`src/rtl/instr_encoder.sv`:
```
// instr_encoder: packs RV32I fields + immediate into a machine word,
// buffers it in a small FIFO and stamps it with a running emit address.
//
// Ports:
//   clk, rst          clock, async active-high reset
//   in_valid/ready    request handshake
//   in_type           0=R 1=I 2=S 3=B 4=U 5=J (6,7 undefined)
//   in_opcode..in_imm decoded fields and full-value immediate
//   addr_load/value   load the emit address (low two bits forced to 0)
//   out_valid/ready   FIFO head handshake
//   out_instr/addr    encoded word and its emit address
//   out_err           immediate failed range/alignment check
//   err_count         saturating count of failing accepted requests
//
// Option: INSTR_ENC_STRICT_EN drops failing requests instead of queueing.
module instr_encoder #(
  parameter int          DEPTH      = 2,
  parameter logic [31:0] RESET_ADDR = 32'h0000_0000
) (
  input  logic        clk,
  input  logic        rst,
  input  logic        in_valid,
  output logic        in_ready,
  input  logic [2:0]  in_type,
  input  logic [6:0]  in_opcode,
  input  logic [4:0]  in_rd,
  input  logic [4:0]  in_rs1,
  input  logic [4:0]  in_rs2,
  input  logic [2:0]  in_funct3,
  input  logic [6:0]  in_funct7,
  input  logic [31:0] in_imm,
  input  logic        addr_load,
  input  logic [31:0] addr_value,
  output logic        out_valid,
  input  logic        out_ready,
  output logic [31:0] out_instr,
  output logic [31:0] out_addr,
  output logic        out_err,
  output logic [7:0]  err_count
);

  localparam int AW = $clog2(DEPTH);

  localparam logic [2:0] R_TYPE = 3'd0;
  localparam logic [2:0] I_TYPE = 3'd1;
  localparam logic [2:0] S_TYPE = 3'd2;
  localparam logic [2:0] B_TYPE = 3'd3;
  localparam logic [2:0] U_TYPE = 3'd4;
  localparam logic [2:0] J_TYPE = 3'd5;

  logic [31:0] word;
  logic        bad;
  logic        acc;
  logic        push;
  logic        pop;
  logic        full;
  logic        empty;
  logic [AW:0] wptr;
  logic [AW:0] rptr;
  logic [31:0] cnt;
  logic [31:0] load_addr;
  logic [31:0] wa;

  logic [31:0] mem_instr [DEPTH];
  logic [31:0] mem_addr  [DEPTH];

  // Sign-extension checks: the high bits must all be copies of the
  // top bit the field can hold.
  logic fits12;
  logic fits13;
  logic fits21;

  assign fits12 = (&in_imm[31:11]) | ~(|in_imm[31:11]);
  assign fits13 = (&in_imm[31:12]) | ~(|in_imm[31:12]);
  assign fits21 = (&in_imm[31:20]) | ~(|in_imm[31:20]);

  always_comb begin
    word = '0;
    bad  = 1'b0;
    unique case (in_type)
      R_TYPE: begin
        word = {in_funct7, in_rs2, in_rs1,
                in_funct3, in_rd, in_opcode};
      end
      I_TYPE: begin
        word = {in_imm[11:0], in_rs1,
                in_funct3, in_rd, in_opcode};
        bad  = ~fits12;
      end
      S_TYPE: begin
        word = {in_imm[11:5], in_rs2, in_rs1,
                in_funct3, in_imm[4:0], in_opcode};
        bad  = ~fits12;
      end
      B_TYPE: begin
        word = {in_imm[12], in_imm[10:5], in_rs2,
                in_rs1, in_funct3, in_imm[4:1],
                in_imm[11], in_opcode};
        bad  = ~fits13 | in_imm[0];
      end
      U_TYPE: begin
        word = {in_imm[31:12], in_rd, in_opcode};
        bad  = |in_imm[11:0];
      end
      J_TYPE: begin
        word = {in_imm[20], in_imm[10:1], in_imm[11],
                in_imm[19:12], in_rd, in_opcode};
        bad  = ~fits21 | in_imm[0];
      end
      default: begin
        word = '0;
        bad  = 1'b1;
      end
    endcase
  end

  assign empty    = (wptr == rptr);
  assign full     = (wptr[AW] != rptr[AW]) &&
                    (wptr[AW-1:0] == rptr[AW-1:0]);
  assign in_ready = ~full | out_ready;
  assign acc      = in_valid & in_ready;
  assign pop      = ~empty & out_ready;

`ifdef INSTR_ENC_STRICT_EN
  assign push = acc & ~bad;
`else
  assign push = acc;
`endif

  assign load_addr = addr_value & 32'hFFFF_FFFC;
  assign wa        = addr_load ? load_addr : cnt;

  always_ff @(posedge clk or posedge rst) begin
    if (rst) begin
      wptr      <= '0;
      rptr      <= '0;
      cnt       <= RESET_ADDR;
      err_count <= '0;
    end else begin
      if (push)
        wptr <= wptr + 1'b1;
      if (pop)
        rptr <= rptr + 1'b1;
      // A dropped request still honours a same-cycle load.
      if (push)
        cnt <= wa + 32'd4;
      else if (addr_load)
        cnt <= load_addr;
      if (acc && bad && err_count != 8'hFF)
        err_count <= err_count + 8'd1;
    end
  end

  // Storage needs no reset: the head is masked while empty.
  always_ff @(posedge clk) begin
    if (push) begin
      mem_instr[wptr[AW-1:0]] <= word;
      mem_addr[wptr[AW-1:0]]  <= wa;
    end
  end

  assign out_valid = ~empty;
  assign out_instr = empty ? '0 : mem_instr[rptr[AW-1:0]];
  assign out_addr  = empty ? '0 : mem_addr[rptr[AW-1:0]];

`ifdef INSTR_ENC_STRICT_EN
  assign out_err = 1'b0;
`else
  logic mem_err [DEPTH];

  always_ff @(posedge clk) begin
    if (push)
      mem_err[wptr[AW-1:0]] <= bad;
  end

  assign out_err = ~empty & mem_err[rptr[AW-1:0]];
`endif

endmodule

```
`config.mk`:
```
export PLATFORM = sky130hd
export DESIGN_NAME = instr_encoder
export DESIGN_NICKNAME = d
export VERILOG_FILES = /design/src/rtl/instr_encoder.sv
export SDC_FILE = /design/constraint.sdc
export NUM_CORES = 1
export LEC_CHECK = 0
export CAP_MARGIN = 20
export CORE_MARGIN = 10
export CORE_UTILIZATION = 45
export CTS_CLUSTER_SIZE = 12
export DETAILED_ROUTE_END_ITERATION = 10
export GPL_ROUTABILITY_DRIVEN = 0
export HOLD_SLACK_MARGIN = 0.1
export PLACE_DENSITY = 0.8
export SLEW_MARGIN = 10
export SYNTH_ARGS = -nofsm -noshare
export SYNTH_HDL_FRONTEND = slang
export SYNTH_SLANG_ARGS = --single-unit
```
`constraint.sdc`:
```
create_clock -name clk -period 8.8 [get_ports clk]
set_input_delay 1.32 -clock clk [delete_from_list [all_inputs] [get_ports clk]]
set_output_delay 1.32 -clock clk [all_outputs]
set_load 0.005 [all_outputs]
```
* After elaboration in Yosys (flattened, before gate mapping) *
Memories as Yosys holds them, arrays and structs flattened.
Cells that the tools add are included.

operators by class
  add/subtract/negate cells = 4
  equal/unequal tests = 9
  multiplexer cells = 8
  bitwise logic cells = 17
  reductions and logical operators = 12

operators by type and width
  cell                                                 number
  one-hot mux 32 bit (6 select lines)                  1
  2-to-1 mux 32 bit                                    4
  adder 32 x 3 -> 32 bit, second input constant        1
  OR reduction 12 bit                                  2
  AND reduction 21 bit                                 1
  OR reduction 21 bit                                  1
  AND reduction 20 bit                                 1
  OR reduction 20 bit                                  1
  AND reduction 12 bit                                 1
  adder 8 x 1 -> 8 bit, second input constant          1
  != test 8 bit, second input constant                 1
  inverter 1 bit                                       8
  equality test 3 x 2 -> 1 bit, second input constant  2
  equality test 3 bit, second input constant           2
  bitwise OR 1 bit                                     6
  one-hot mux 1 bit (5 select lines)                   1
  adder 2 x 1 -> 2 bit, second input constant          2
  AND 1 bit                                            3
  equality test 3 x 1 -> 1 bit, second input constant  1
  logical AND 1 bit                                    3
  logical NOT 3 bit                                    1
  equality test 2 bit                                  1
  2-to-1 mux 1 bit                                     2
  OR reduction 2 bit                                   1
  2 further kinds                                      2

word-level totals
  flip-flop bits (word level) = 44
  RAM bits = 130
  input bits = 104
  output and inout bits = 75
  word-level logic and storage cells = 57
  memories = 3

memory list
  memory     words  width  read ports  clocked after Yosys merged registers in  wr ports  RTL line  text
  mem_addr   2      32     1           0                                        1         65        logic [31:0] mem_addr [DEPTH];
  mem_instr  2      32     1           0                                        1         64        logic [31:0] mem_instr [DEPTH];
  mem_err    2      1      1           0                                        1         169       logic mem_err [DEPTH];

* Longest topological paths before layout *
Gate-level depths: netlist of the first run.

  depth in word-level cells = 8
  depth in mapped cells = 9

* Worst setup path before layout of the first run *
OpenSTA, ideal clock, no wires.

  path kind = input to register
  start = input out_ready
  end = memory mem_addr[1][0], enable pin
  arrival = 4.247 ns
  data required time = 8.309 ns
  setup slack = 4.062 ns
  stages = 2
  cells stage by stage = o31ai_1 > nor2_1

between the ends
  word-level cells in the longest chain between the ends = 4

RTL lines
  what                                    RTL line  text
  start, declared                         35        input logic out_ready,
  bitwise OR 1 bit                        120       assign in_ready = ~full | out_ready;
  AND 1 bit                               121       assign acc = in_valid & in_ready;
  2-to-1 mux 1 bit                        156       if (push) begin
  2-to-1 mux 1 bit (implied by the code)  158       mem_addr[wptr[AW-1:0]] <= wa;
  end, declared                           65

Every way passes these cells.

* Worst setup path after layout of the first run *
  start = register rptr[0]
  end = output out_valid

between the ends
  word-level cells in the longest chain between the ends = 2

RTL lines
  what                    RTL line  text
  start, declared         59        logic [AW:0] rptr;
  start signal, assigned  143       rptr <= rptr + 1'b1;
  equality test 2 bit     117       assign empty = (wptr == rptr);
  inverter 1 bit          162       assign out_valid = ~empty;
  end, declared           34        output logic out_valid,

Every way passes these cells.

==> results.md, run 1 <==
- Critical Path End Type: output port
- WL/cell: 18.28 um
- Finished Core Util: 59.66%
- Synth warn: 0
- Via count: 5,550
- First-pass GRT wire length: 30,720 um
- DRC viols: 0
- Layout cell share with drive strength beyond 1: 7.876%
- Reg-to-reg slack, setup: 5.71 ns
- Drt total wl: 19,500 um
- Most common cell after layout, fill and taps aside: clkdlybuf4s50_1
- Clock share of power: 21.3%
- Async S/R FF share, synth: 25.29%
- Syn-to-layout area delta: 31.22%
- GRT overflow: 0
- Critical-path maximum fanout: 34
- Clk sinks: 174
- Setup TNS: 0 ns
- Core area: 0.01784 mm^2
- WP data arrival: 3.31 ns
- # nets final: 931
- Final hold vios: 0
- Net Sw Frac: 32.97%
- Crit share post-route: 52.59%
- Worst EP required: 7.48 ns
- Initial antenna violation count: 0
- Most used DFF post-synth: edfxtp_1
- PwrDens: 315.8 mW/mm^2
- Detailed placement HPWL: 13,930 um
- Post-route antenna net violation count: 0
- Final Cell Area: 0.01064 mm^2
- Most frequent cells in the layout: clkdlybuf4s50_1 (175), edfxtp_1 (130), mux2i_1 (89)
- P_leak: 4.110 nW
- Mapped Area: 0.008112 mm^2
- Setup violations, final: 0
- Met1 global-route usage: 18.28%
- Skew-Pair Late Insertion Delay: 0.44 ns
- Mapped Cells: 654
- Worst-path clk slew: 0.07 ns
- Worst IR Drop VDD: 0.1733 mV
- Tot GR Track Use: 16.10%
- Die area: 0.02380 mm^2
- Max-slew violations: 0
- I/O Buffers: 176
- Number of global-route vias before repair: 5,739
- Hold Slack: 0.4899 ns
- Switching power total: 0.001108 W
- Critical path startpoint category: flop
- Cts bufs inserted: 17
- Sequential share of the synthesized area: 61.70%
- Post-CTS Setup Bufs: 0
- Clock Tree Buf Depth: 2
- Worst Max-Slew Pin Slew: 0.9673 ns
- H-tree levels: 4
- Vias per cell: 5.201
- Status: finished clean
- Row count: 49
- Post-synth EDFFs: 130
- #FFs+latches synth: 174
- Largest net degree at the start of global routing: 53
- CTS tree: yes
- Syn nets: 760
- Max Cap Violations: 0
- Post-place instance area: 0.01007 mm^2
- Effective utilization at floorplan: 45.47%
- Hold Crit Class: flop to flop
- Synth area leader: edfxtp_1
- Pint: 0.002253 W
- Horiz. Die Dim: 154.3 um
- Root buf cell: clkbuf_16
- Met2 Use GR: 27.67%
- Seq pwr share: 36.8%
- Top post-synthesis cells by area: edfxtp_1 (48%), dfrtp_1 (14%), mux2i_1 (11%)
- Post-CTS sizing: 0
- FMAX: 216.1 MHz
- Post-CTS Hold Fix Bufs: 0
- RSZ-0062 raised after global routing: false
- Count of cell types in the netlist: 46
- Die Ht: 154.3 um
- Iter 0 DRT Violations: 307
- Fin crit period: 4.628 ns
- Max_slew headroom: 35.31%
- Top cell type's share of synthesized area: 48.13%
- Diodes inserted: 0
- Syn avg cell area: 12.40 um^2
- Start-to-end type of the worst setup path: flop to output port
- Clk_skew: 0.01225 ns
- Total I/O pin count: 179
- DRT Pass-1 Iters: 4
- Global route hottest layer: met2
- Logic pwr share: 41.9%
- GR met3 Demand/Resource: 5.130%
==> synth_stat cells, types with 2 or more instances <==
| library cell | n |
|---|---|
| mux2_2 | 13 |
| buf_2 | 2 |
| nand3b_1 | 6 |
| xor2_1 | 8 |
| buf_1 | 5 |
| o21ai_0 | 24 |
| nor2b_1 | 9 |
| inv_1 | 30 |
| clkbuf_1 | 19 |
| a22oi_1 | 4 |
| nor4_1 | 5 |
| a21o_1 | 3 |
| nor2_1 | 89 |
| ha_1 | 2 |
| mux2i_1 | 89 |
| nor3_1 | 9 |
| edfxtp_1 | 130 |
| dfrtp_1 | 44 |
| a211oi_1 | 3 |
| and2_1 | 10 |
| a211o_1 | 3 |
| or4_4 | 2 |
| buf_6 | 4 |
| nand3_1 | 9 |
| a22o_1 | 7 |
| a21oi_1 | 13 |
| nand2_1 | 41 |
| buf_4 | 2 |
| and3_1 | 6 |
| a32o_1 | 2 |
| xnor2_1 | 33 |
| nand4_1 | 14 |
==> layout make-up <==
type	instances	area (um^2)
Inverter	30	112.6
Clock buffer	17	425.4
Fill cell	1411	7197
Clock inverter	15	143.9
Multi-Input combinational cell	418	2850
Sequential cell	174	5009
Tap cell	229	286.5
Timing Repair Buffer	184	1817
==> per-layer routing <==
metal / share of wire (%) / vias up / wire (um)
met5: 0 / - / 0
met4: 1.8 / 0 / 357
met3: 7.0 / 21 / 1356
met2: 52 / 160 / 10050
met1: 40 / 2676 / 7738
li1: - / 2693 / -
==> cells by family (layout without fill, tap and decap cells) <==
logic type	count (synthesis)	after routing	share of synthesized area (%)
buffers and inverters	62	246	3.363
multiplexers	103	103	12.97
AND/OR/NAND/NOR	204	204	11.74
adder cells (fa/ha/maj)	2	2	0.3084
XOR/XNOR	41	41	4.427
flip-flops	174	174	61.70
AO/OA/AOI/OAI	68	68	5.492
==> state kept, by name (all words and copies together) (netlist names) <==
register   count
cnt           32
err_count      8
mem_addr      64
mem_err        2
mem_instr     64
rptr           2
wptr           2
==> critical path: stages, from the launching register on <==
cell	delay, ns
dfrtp_4	0.84
xor2_1	0.23
inv_1	0.09
and2_2	0.58
buf_4	0.47
inv_1	0.13
clkdlybuf4s50_1	0.52
==> power groups by stage <==
stage	clock network, W	registers (W)	logic, W
finish	0.000714	0.00124	0.00141
global route	0.000766	0.00126	0.00153
detailed placement	0	0.00126	0.00143
floorplan	0	0.00121	0.000665
global placement	0	0.00125	0.00141
CTS	0.000727	0.00124	0.00144
==> worst paths after layout <==
kind | from | end | depth (start not counted)
max | rptr[0]$_DFFE_PP0P_ | out_valid | 6
max reg2reg | rptr[0]$_DFFE_PP0P_ | mem_addr[1][4]$_DFFE_PP_ | 5
min | err_count[7]$_DFFE_PP0P_ | err_count[7]$_DFFE_PP0P_ | 1
min in group asynchronous | rst | err_count[2]$_DFFE_PP0P_ | 3
min reg2reg | err_count[7]$_DFFE_PP0P_ | err_count[7]$_DFFE_PP0P_ | 1
max in group asynchronous | rst | rptr[0]$_DFFE_PP0P_ | 3
==> per-stage QoR <==
step	instances	power [W]	setup slack [ns]
6_report	1067	0.003362	4.172
5_1_grt	1067	0.003557	3.948
4_1_cts	1067	0.003410	4.084
3_5_place_dp	1035	0.002693	4.561
3_3_place_gp	1035	0.002659	4.593
2_1_floorplan	654	0.001877	4.062
Note: power is estimated with default switching activity, not from simulation.
==> inputs of run 2 (changes only) <==
==> constraint.sdc (replaced) <==
create_clock -name clk -period 4.3 [get_ports clk]
set_input_delay 0.645 -clock clk [delete_from_list [all_inputs] [get_ports clk]]
set_output_delay 0.645 -clock clk [all_outputs]
set_load 0.005 [all_outputs]
==> run 2 against run 1 <==
Clock skew is 0.0035 ns lower; non-clock buffer count increased by 4; critical path type unchanged; first-iteration DRC count up 11%; flip-flop and latch count is the same; wire length is 0.42% higher; critical path depth down 1; count of clock-buffer cells in the layout unchanged; global-route usage is 0.18 points higher; largest cell class unchanged; setup slack got worse by 3.4 ns.
==> results.md, run 2 (synthesis results as in run 1) <==
- Core area: 0.01784 mm^2 (unchanged)
- Met3 WL: 1507 um (+11%)
- Worst setup margin: 0.8132 ns (-3.359 ns)
- WP data arrival: 2.84 ns (-0.47 ns)
- Largest net degree at the start of global routing: 48 (-9.4%)
- CP dominant cell by count: buf_4
- DRC viols: 0 (unchanged)
- Tot GR Track Use: 16.28% (+0.18 points)
- Critical Path End Type: output port
- Row count: 49 (unchanged)
- Wire length on met2: 10,040 um (about the same)
- Worst-path clk slew: 0.07 ns (about the same)
- Cts bufs inserted: 17 (unchanged)
- H-tree levels: 4 (unchanged)
- RSZ-0062 raised after global routing: false
- Largest stage delay, worst path: 0.62 ns (-0.22 ns)
- R2r worst-path depth: 7 (+2)
- Via count: 5,590 (+0.72%)
- Post-CTS Setup Bufs: 0 (unchanged)
- Die Ht: 154.3 um (unchanged)
- Top layer in use: met4
- WL/cell: 18.29 um (about the same)
- Crit path cell chain: buf_4 -> buf_4 -> mux2i_1 -> nor2_1 -> clkdlybuf4s50_1
- Effective utilization at floorplan: 45.47% (unchanged)
- Hold Crit Class: input pin to asynchronous set/reset pin
- Diodes inserted: 0 (unchanged)
- Setup TNS: 0 ns (unchanged)
- Worst Max-Slew Pin Slew: 0.7761 ns (-0.1912 ns)
- Fin crit period: 3.487 ns
- Crit share post-route: 81.09%
- Critical path startpoint category: flop
- Detailed placement HPWL: 14,150 um (+1.6%)
- Total I/O pin count: 179 (unchanged)
- Clk sinks: 174 (unchanged)
- Most common cell after layout, fill and taps aside: clkdlybuf4s50_1
- I/O Buffers: 176 (unchanged)
- Post-CTS Hold Fix Bufs: 0 (unchanged)
- Post-CTS sizing: 0 (unchanged)
- DRT Pass-1 Iters: 5 (+1)
- Start-to-end type of the worst setup path: flop to output port
- Number of global-route vias before repair: 5,764 (+0.44%)
- First-pass GRT wire length: 30,880 um (+0.52%)
- Drt total wl: 19,590 um (+0.42%)
- Worst IR Drop VDD: 0.3612 mV (+110%)
- Clock Tree Buf Depth: 2 (unchanged)
- Setup violations, final: 0 (unchanged)
- # nets final: 935 (+0.43%)
- Worst path slowest cell: buf_4
- Fillers: 1,439 (+2.0%)
- Iter 0 DRT Violations: 341 (+11%)
- Worst EP required: 3.65 ns (-3.83 ns)
- Critical-path maximum fanout: 35 (+2.9%)
- PwrDens: 650.8 mW/mm^2 (+110%)
- CTS tree: yes
- Layout cell share with drive strength beyond 1: 8.314% (+0.44 points)
- FMAX: 286.8 MHz
- Skew-Pair Late Insertion Delay: 0.44 ns (about the same)
- Setup WS pre-CTS: 1.137 ns (-3.424 ns)
- Max-slew violations: 0 (unchanged)
- Status: finished clean
- P_leak: 4.151 nW (+1.0%)
- Final hold vios: 0 (unchanged)
- Post-route antenna net violation count: 0 (unchanged)
- Initial antenna violation count: 0 (unchanged)
- Most frequent cells in the layout: clkdlybuf4s50_1 (175), edfxtp_1 (130), mux2i_1 (89)
- Max Cap Violations: 0 (unchanged)
- Horiz. Die Dim: 154.3 um (unchanged)
- Clk_skew: 0.008778 ns (-0.003468 ns)
- Die area: 0.02380 mm^2 (unchanged)
- GRT overflow: 0 (unchanged)
- Root buf cell: clkbuf_16
- Syn-to-layout area delta: 32.39%
- Max_slew headroom: 48.07% (+13 points)
- Met1 wire length: 7689 um (-0.63%)
- Vias per cell: 5.219 (+0.34%)
## run 2: critical path, delay by kind of cell, from the launching register on
family	cells	cell delay [ns]
buf+inv	3	1.65
mux	1	0.16
flops	1	0.41
simple gates	1	0.16
## run 2: metrics by stage
stage                     instances  hold WS (ns)  area (um^2)  util, %  total power (W)
after floorplan                 654        0.4617         8112        -         0.003840
after global placement         1038        0.4760        10120    56.74         0.005492
after detailed placement       1038        0.4801        10120    56.74         0.005556
after CTS                      1070        0.4976        10720    60.08         0.007090
after global routing           1071        0.4692        10740    60.19         0.007392
final                          1071        0.4525        10740    60.19         0.006988
## run 2: per-layer routing
metal	GRT usage (%)	vias to the layer above
met3	5.740	26
met5	0	-
met2	28.18	166
met4	5.578	0
met1	18.21	2693
li1	-	2705
## run 2: power by group
group | switching, W | internal, W | total [W] | leakage (nW)
registers | 0.000140 | 0.00231 | 0.00245 | 1.75
clock network | 0.000692 | 0.000825 | 0.00152 | 0.287
logic | 0.00145 | 0.00157 | 0.00302 | 2.11
## run 2: layout make-up
cell class	instances	area, um^2	share of cell area [%]
clock inverter	15	171.4	1.596
inverter	30	112.6	1.049
timing repair buffer	188	1884	17.55
multi-input combinational	418	2850	26.54
clock buffer	17	425.4	3.961
tap	229	286.5	2.668
sequential	174	5009	46.64
## run 2: path summary, 6_finish.rpt
check                           slack, ns                        to                startpoint
worst max-delay path                 0.81             out_instr[22]       rptr[0]$_DFFE_PP0P_
worst min-delay path                 0.45  err_count[0]$_DFFE_PP0P_                       rst
worst max register to register       1.97         cnt[26]$_DFF_PP0_       rptr[0]$_DFFE_PP0P_
worst min register to register       0.50  err_count[7]$_DFFE_PP0P_  err_count[7]$_DFFE_PP0P_
max in group asynchronous            3.34       rptr[0]$_DFFE_PP0P_                       rst
min in group clk                     0.50  err_count[7]$_DFFE_PP0P_  err_count[7]$_DFFE_PP0P_
==> edit (flow settings as in run 2) <==
Build with the macro `INSTR_ENC_STRICT_EN` defined.
--- a/src/rtl/instr_encoder.sv
+++ b/src/rtl/instr_encoder.sv
@@ -13,6 +13,8 @@
 //   err_count         saturating count of failing accepted requests
 //
 // Option: INSTR_ENC_STRICT_EN drops failing requests instead of queueing.
+`define INSTR_ENC_STRICT_EN
+
 module instr_encoder #(
   parameter int          DEPTH      = 2,
   parameter logic [31:0] RESET_ADDR = 32'h0000_0000
Function: changed (a bounded check fails within 4 cycles, from zero or initial values and one cycle with rst high).
==> edit against run 2 <==
Worst setup slack better by 53 ps; critical endpoint is now out_instr[29]; routed wire length grew 3.6%; worst hold slack better by 47 ps; total power is 11% lower; cell area up 0.60%; via count is 4.0% higher; sequential cell count down 2; synthesized area up 1.4%.
==> edit: results (changes against run 2) <==
* Clk root buf: clkbuf_16 (unchanged)
* Worst slew margin at 37.4% (was 48.1%)
* Met3 GRT Util at 3.58% (was 5.74%)
* Vias at 5,816 (was 5,590)
* Synth Instances at 678 (was 654)
* Ys async rst share at 25.6% (was 25.3%)
* Hold/Removal Path Class: flop to flop (was input port to async pin)
* Post-synth EDFFs at 128 (was 130)
* Met1 Usage GRT at 20.3% (was 18.2%)
* Seq pwr share at 35.4% (was 35.1%)
* First-pass GRT wire length at 31.7 mm (was 30.9 mm)
* R2R setup slack at 1410 ps (was 1970 ps)
* CP arrival at 2790 ps (was 2840 ps)
* # Post-CTS Setup Buffers at 0 (unchanged)
* Most frequent cells after synthesis: edfxtp_1 (128), nor2_1 (81), mux2i_1 (77) (was edfxtp_1 (130), mux2i_1 (89), nor2_1 (89))
* Worst path slowest cell: dfrtp_4 (was buf_4)
* Post-route minimum period at 3430 ps (was 3490 ps)
* CP endpoint: out_instr[29] (was out_instr[22])
* Pleak at 0.00409 uW (was 0.00415 uW)
* Max Buffers Root-to-Sink at 2 (unchanged)
* Post_cts resized at 0 (unchanged)
* Status: finished clean (unchanged)
* Worst r2r path cells at 7 (unchanged)
* Cts bufs inserted at 17 (unchanged)
* Met2 Resource Use GR at 28.0% (was 28.2%)
* Setup WS pre-CTS at 565 ps (was 1140 ps)
* H-tree levels at 4 (unchanged)
* Share of layout cells above drive strength 1 at 9.28% (was 8.31%)
* Vias in the first global route at 5,861 (was 5,764)
* CP max FO at 35 (unchanged)
* Internal at 4260 uW (was 4710 uW)
* Met2 routed WL at 10.1 mm (was 10.0 mm)
* First-pass detailed-route iteration total at 5 (unchanged)
* IO Port Bufs at 175 (was 176)
* # diodes at 0 (unchanged)
* R2R Path End: mem_instr[0][31] (was cnt[26])
* CP Launch Point: rptr[0] (unchanged)
* Total combinational power at 2590 uW (was 3020 uW)
* Final nets at 955 (was 935)
* Initial DRC Count at 372 (was 341)
* Largest net degree at the start of global routing at 52 (was 48)
* Slowest stage delay, CP at 610 ps
* Clk pin slew, worst setup/hold paths at 60 ps
* Tot GR Track Use at 16.6% (was 16.3%)
* Post-DP HPWL at 14.7 mm (was 14.2 mm)
* Dpl cell area at 0.0102 mm^2 (was 0.0101 mm^2)
* Placed insts at 1,058 (was 1,038)
* VDD IR max at 0.000366 V (was 0.000361 V)
* Met1 WL at 8.78 mm (was 7.69 mm)
* Worst-skew pair later-pin latency at 420 ps (was 440 ps)
* Syn_nets at 784 (was 760)
* Top cells by area, synth: edfxtp_1 (47%), dfrtp_1 (13%), mux2i_1 (9.4%) (was edfxtp_1 (48%), dfrtp_1 (14%), mux2i_1 (11%))
* Sequential area share after synthesis at 60.1% (was 61.7%)
* Vias per Instance at 5.33 (was 5.22)
* Detail Route met3 WL at 910 um (was 1.51 mm)
* Skew final at 5.88 ps (was 8.78 ps)
* Mean routed wirelength per cell at 18.6 um (was 18.3 um)
* Synth unique cells at 57 (was 46)
==> edit: cell count changes after synthesis, sizes merged, moves of 6 or more <==
cell	change
nand3	+9
buf	+6
nor3	-8
nor2	-10
mux2	+11
a22o	-6
mux2i	-12
o21ai	+8
nand4	+9
==> edit: cells by family (layout without fill, tap and decap cells) <==
| kind of cell | after synthesis | after routing | share of synthesized area, % |
|---|---|---|---|
| and+or+nand+nor | 222 | 222 | 13.4 |
| muxes | 102 | 102 | 12.8 |
| buffers and inverters | 65 | 249 | 3.27 |
| xor gates and xnor gates | 42 | 42 | 4.56 |
| other | 1 | 1 | 0.0456 |
| DFF | 172 | 172 | 60.1 |
| AOI/OAI and AO/OA | 72 | 72 | 5.57 |
| adders and majority gates | 2 | 2 | 0.304 |
==> edit: stage by stage <==
stage	power [uW]	hold slack [ps]
2_1_floorplan	3360	462
3_3_place_gp	4820	480
3_5_place_dp	4860	492
4_1_cts	6310	504
5_1_grt	6590	518
6_report	6210	499
==> edit: worst min-delay path by stage <==
stage | end | depth (start not counted) | from | slack [ps]
floorplan | wptr[1] | 1 | wptr[1] | 460
global placement | wptr[1] | 1 | wptr[1] | 480
CTS | wptr[1] | 1 | wptr[1] | 500
finish | wptr[1] | 1 | wptr[1] | 500
global route | wptr[1] | 1 | wptr[1] | 520
detailed placement | wptr[1] | 1 | wptr[1] | 490
==> edit: final cells by class <==
cell class                      instances  area (um^2)
Inverter                               28          105
Timing Repair Buffer                  189         1890
Fill cell                            1455         7160
Multi-Input combinational cell        441         3020
Clock buffer                           18          429
Clock inverter                         14          120
Tap cell                              229          287
Sequential cell                       172         4950
==> edit: critical path, delay by kind of cell (launching register included) <==
kind	cells	cell delay (ps)
AND/OR/NAND/NOR	2	620
XOR/XNOR	1	270
buffers and inverters	3	880
flip-flops	1	610
